`config.mk`:
```
export PLATFORM = sky130hd
export DESIGN_NAME = rxshift
export DESIGN_NICKNAME = d
export VERILOG_FILES = /design/src/rtl/rxshift.sv
export SDC_FILE = /design/constraint.sdc
export NUM_CORES = 1
export LEC_CHECK = 0
export ABC_AREA = 1
export CORE_ASPECT_RATIO = 2
export CORE_MARGIN = 10
export CORE_UTILIZATION = 30
export CTS_CLUSTER_DIAMETER = 50
export CTS_CLUSTER_SIZE = 30
export DETAILED_ROUTE_END_ITERATION = 12
export PLACE_DENSITY_LB_ADDON = 0.12
export SLEW_MARGIN = 15
export SYNTH_ARGS = -nofsm -noshare
export SYNTH_HDL_FRONTEND = slang
export SYNTH_SLANG_ARGS = --single-unit
```
`constraint.sdc`:
```
create_clock -name i_Pclk -period 5.6 [get_ports i_Pclk]
set_input_delay 1.12 -clock i_Pclk [delete_from_list [all_inputs] [get_ports i_Pclk]]
set_output_delay 1.12 -clock i_Pclk [all_outputs]
set_load 0.01 [all_outputs]
```
`src/rtl/rxshift.sv`:
```
// ============================================================================
// Module   : rxshift
// Brief    : 8N1 receive shift register with mid-bit sampling, glitch-start
//            rejection and stop-bit framing-error detection.
// Revision : 1.0 - initial release
// ============================================================================
`default_nettype none

module rxshift (
    input  logic        i_Pclk,
    input  logic        i_Reset,
    input  logic [13:0] i_Baud,
    input  logic        i_Enable,
    input  logic        i_Rx_Serial,
    output logic [7:0]  o_Data,
    output logic        o_Valid,
    output logic        o_Frame_Err,
    output logic        o_Busy
);

    typedef enum logic [2:0] {
        S_IDLE      = 3'd0,
        S_START     = 3'd1,
        S_DATA      = 3'd2,
        S_STOP      = 3'd3,
        S_WAIT_HIGH = 3'd4
    } state_t;

    localparam logic [13:0] c_MIN_BAUD = 14'd4;

    state_t      r_state;
    logic        r_sync1;
    logic        r_rx_s;
    logic [13:0] r_baud;
    logic [13:0] r_cnt;
    logic [2:0]  r_bit_idx;
    logic [7:0]  r_shift;

    logic [13:0] w_half_m1;
    logic [13:0] w_baud_m1;
    logic        w_baud_ok;

    assign w_half_m1 = (r_baud >> 1) - 14'd1;
    assign w_baud_m1 = r_baud - 14'd1;
    assign w_baud_ok = (i_Baud >= c_MIN_BAUD);

    always_ff @(posedge i_Pclk) begin
        if (i_Reset) begin
            r_state     <= S_IDLE;
            r_sync1     <= 1'b1;
            r_rx_s      <= 1'b1;
            r_baud      <= 14'd0;
            r_cnt       <= 14'd0;
            r_bit_idx   <= 3'd0;
            r_shift     <= 8'h00;
            o_Data      <= 8'h00;
            o_Valid     <= 1'b0;
            o_Frame_Err <= 1'b0;
            o_Busy      <= 1'b0;
        end else begin
            r_sync1     <= i_Rx_Serial;
            r_rx_s      <= r_sync1;
            o_Valid     <= 1'b0;
            o_Frame_Err <= 1'b0;

            case (r_state)
                S_IDLE: begin
                    r_cnt     <= 14'd0;
                    r_bit_idx <= 3'd0;
                    if (i_Enable && !r_rx_s && w_baud_ok) begin
                        r_baud  <= i_Baud;
                        r_state <= S_START;
                        o_Busy  <= 1'b1;
                    end
                end

                // Re-check the line half a bit in; a high here was a glitch.
                S_START: begin
                    if (r_cnt == w_half_m1) begin
                        r_cnt <= 14'd0;
                        if (!r_rx_s) begin
                            r_state <= S_DATA;
                        end else begin
                            r_state <= S_IDLE;
                            o_Busy  <= 1'b0;
                        end
                    end else begin
                        r_cnt <= r_cnt + 14'd1;
                    end
                end

                S_DATA: begin
                    if (r_cnt == w_baud_m1) begin
                        r_cnt              <= 14'd0;
                        r_shift[r_bit_idx] <= r_rx_s;
                        if (r_bit_idx == 3'd7) begin
                            r_state <= S_STOP;
                        end else begin
                            r_bit_idx <= r_bit_idx + 3'd1;
                        end
                    end else begin
                        r_cnt <= r_cnt + 14'd1;
                    end
                end

                // Leaving at mid-stop-bit leaves half a bit to catch the next start.
                S_STOP: begin
                    if (r_cnt == w_baud_m1) begin
                        r_cnt     <= 14'd0;
                        r_bit_idx <= 3'd0;
                        if (r_rx_s) begin
                            o_Data  <= r_shift;
                            o_Valid <= 1'b1;
                            r_state <= S_IDLE;
                            o_Busy  <= 1'b0;
                        end else begin
                            o_Frame_Err <= 1'b1;
                            r_state     <= S_WAIT_HIGH;
                        end
                    end else begin
                        r_cnt <= r_cnt + 14'd1;
                    end
                end

                S_WAIT_HIGH: begin
                    if (r_rx_s) begin
                        r_state <= S_IDLE;
                        o_Busy  <= 1'b0;
                    end
                end

                default: begin
                    r_state <= S_IDLE;
                    o_Busy  <= 1'b0;
                end
            endcase
        end
    end

endmodule

`default_nettype wire

```
==> results.json <==
{
  "routed-wl-met2_um": 5592,
  "cp_cell_sequence": "clkdlybuf4s50_1 > inv_1 > o21ai_0 > a21oi_1",
  "dpl.hpwl_um": 7834,
  "avgViaCountPerCell": 4.581,
  "dr_wl_met3_um": 301,
  "ys_ff_latch": 55,
  "max_clock_freq_mhz": 327.9,
  "via_count": 3289,
  "setup_viol": 0,
  "fin_tns_setup_ns": 0,
  "cap_violations": 0,
  "dr.first_iter.drc_count": 142,
  "final_area_mm2": 0.004005,
  "power_frac_comb_pct": 35.6,
  "rsz0062_at_grt": "false",
  "drt-pass1-iter-count": 4,
  "dr.max_layer_used": "met4",
  "antenna_found_initial": 0,
  "path_clk_slew_ns": 0.07,
  "power.density_mw_per_mm2": 299.9,
  "slowest_stage": "inv_1",
  "drive_gt1_share_pct": 6.771,
  "p_total_w": 0.001201,
  "routedWlPerCell_um": 13.53,
  "clk_path_buf_depth": 2,
  "diodes": 0,
  "p_leak_nw": 1.865,
  "placed_area_mm2": 0.003860,
  "htreeDepth": 2,
  "grt_max_degree": 39,
  "initial_utilization_pct": 30.80,
  "insertion_delay_ns": 0.30,
  "synthCells": 560,
  "grt_pass1_vias": 3160,
  "drc_errors": 0,
  "io_buffers": 28,
  "crit_arrival_ns": 3.26,
  "avgSynthCellArea_um2": 6.245,
  "cts-root-buf": "clkbuf_16",
  "fp.dieH_um": 172.7,
  "cts_tree": "built",
  "fp.dieArea_mm2": 0.01664,
  "cts_num_sinks": 55,
  "gr-usage-all-layers_pct": 11.99,
  "path_delay_family": "buffers and inverters",
  "path_max_fanout": 38,
  "netlist-cell-type-count": 33,
  "endpoint_kind": "flip-flop",
  "yosysSeqAreaShare_pct": 31.48,
  "period_share_pct": 54.46,
  "slowest_delay_ns": 0.97,
  "tightest_slew_ns": 1.095,
  "dp_slack_ns": 2.139,
  "clkPwrFrac_pct": 25.9,
  "grt_first_pass_wirelength_um": 15790,
  "sequentialPowerShare_pct": 38.5,
  "cts_buffers": 5,
  "antenna_left": 0,
  "core.rowCount": 55,
  "core_mm2": 0.01135,
  "areaGrowthSynthToFinish_pct": 14.53,
  "p_sw_w": 0.0004706,
  "synth_nets": 583,
  "ir_drop_uv": 266.0,
  "drv_slew": 0,
  "yosysWarnings": 0,
  "setup_ws_ns": 2.550,
  "finalCriticalPeriod_ns": 3.050,
  "outcome": "finished, final reports clean",
  "p_sw_share_pct": 39.19,
  "num-nets-final": 598,
  "relSlewSlack_pct": 26.90,
  "finalHoldViolCount": 0,
  "critPathLaunchType": "primary input",
  "internal_power_w": 0.0007304,
  "holdBufCountCts": 0,
  "gr-total-overflow": 0,
  "die_w_um": 96.35,
  "hp-class": "reg2reg",
  "drt_wl_total_um": 9716,
  "synthesis.area_mm2": 0.003497,
  "clock-skew-final_ns": 0.003225,
  "post_cts_buffers": 0,
  "path_class": "in2reg",
  "crit_required_ns": 5.81,
  "wl_met1_um": 3567,
  "crit_buf_inv": 2,
  "ios": 29,
  "gp_congestion": 0.8581,
  "post_cts_resize_count": 0
}
## flip-flops by register name (all words and copies together) (netlist names)
name,cells
r_baud,14
r_sync1,1
o_Frame_Err,1
r_rx_s,1
o_Busy,1
r_cnt,14
o_Data,8
r_bit_idx,3
o_Valid,1
r_shift,8
r_state,3
## power by group through the flow
stage,clock (W),combinational (W),sequential [W]
finish,0.000311,0.000427,0.000463
global route,0.000335,0.000491,0.000469
CTS,0.000327,0.000435,0.000463
detailed placement,0,0.000433,0.000472
global placement,0,0.000429,0.000472
floorplan,0,0.000340,0.000451
## worst paths after layout
kind,slack [ns],from,endpoint,cells after the start
worst max register to register,2.92,r_baud[0],o_Data[2],16
worst min register to register,0.42,r_sync1,r_rx_s,1
worst min-delay path,0.42,r_sync1,r_rx_s,1
worst max-delay path,2.55,i_Reset,r_baud[9],4
## layout make-up
type,instances,area (um2)
clock buffer,5,125.1
clock inverter,3,20.02
fill,1269,7350
inverter,69,259.0
multi-input combinational,416,2042
sequential,55,1101
tap,142,177.7
timing repair buffer,28,280.3
## cells in the final DEF, fill, tap and decap left out, types with 6 or more instances in the layout
cell	synthesis	layout
xnor2_1	13	13
nor2_1	96	96
xor2_1	17	17
dfxtp_1	55	55
inv_2	6	6
o21ai_0	29	29
inv_1	63	63
a21oi_1	33	33
nor2_2	7	7
nand2_1	148	148
clkdlybuf4s50_1	0	28
nand3_1	26	26
## synth_stat cells, drive strengths merged
master / instances / area, um2
nand2: 155 / 609.3
nor2: 107 / 449.2
inv: 69 / 259.0
dfxtp: 55 / 1101
a21oi: 33 / 165.2
o21ai: 33 / 168.9
nand3: 28 / 150.1
xor2: 17 / 148.9
clkbuf: 14 / 52.55
xnor2: 13 / 113.9
nor3: 7 / 51.30
buf: 6 / 42.54
ha: 5 / 62.56
nor4: 4 / 25.02
nand3b: 3 / 22.52
nand4: 3 / 18.77
or2: 3 / 18.77
a21o: 2 / 15.01
a211oi: 1 / 7.510
a21boi: 1 / 7.510
o21bai: 1 / 7.510
## logic make-up (layout without fill, tap and decap cells)
logic type | count (synthesis) | after routing | synth area share (%)
and+or+nand+nor | 310 | 310 | 38.46
buffers and inverters | 89 | 105 | 10.13
AOI/OAI and AO/OA | 71 | 71 | 10.63
DFF | 55 | 55 | 31.48
xor gates and xnor gates | 30 | 30 | 7.513
adders and majority gates | 5 | 5 | 1.789
## metal layers
layer | vias up | GRT usage [%]
li1 | 1757 | -
met1 | 1473 | 11.80
met2 | 45 | 22.87
met3 | 14 | 2.169
met4 | 0 | 4.811
met5 | - | 0
## worst reg2reg max path, stage by stage (launching register included)
cell,delay (ns)
dfxtp_1,0.40
inv_1,0.12
ha_1,0.33
nand2_1,0.07
inv_1,0.04
nor2_1,0.08
nand2_1,0.08
nor2_1,0.13
nand2_1,0.06
nor2_1,0.08
nand2_1,0.09
nor2_1,0.12
nand3_2,0.21
nor3_4,0.41
inv_2,0.17
nor2_1,0.13
nor2_1,0.05
## stage by stage
step	std cells	util (%)	hold WS, ns
2_1_floorplan	560	-	0.3895
3_3_place_gp	710	33.99	0.4064
3_5_place_dp	710	33.99	0.3996
4_1_cts	718	35.27	0.4199
5_1_grt	718	35.27	0.4467
6_report	718	35.27	0.4171
(Power assumes the default switching activity.)
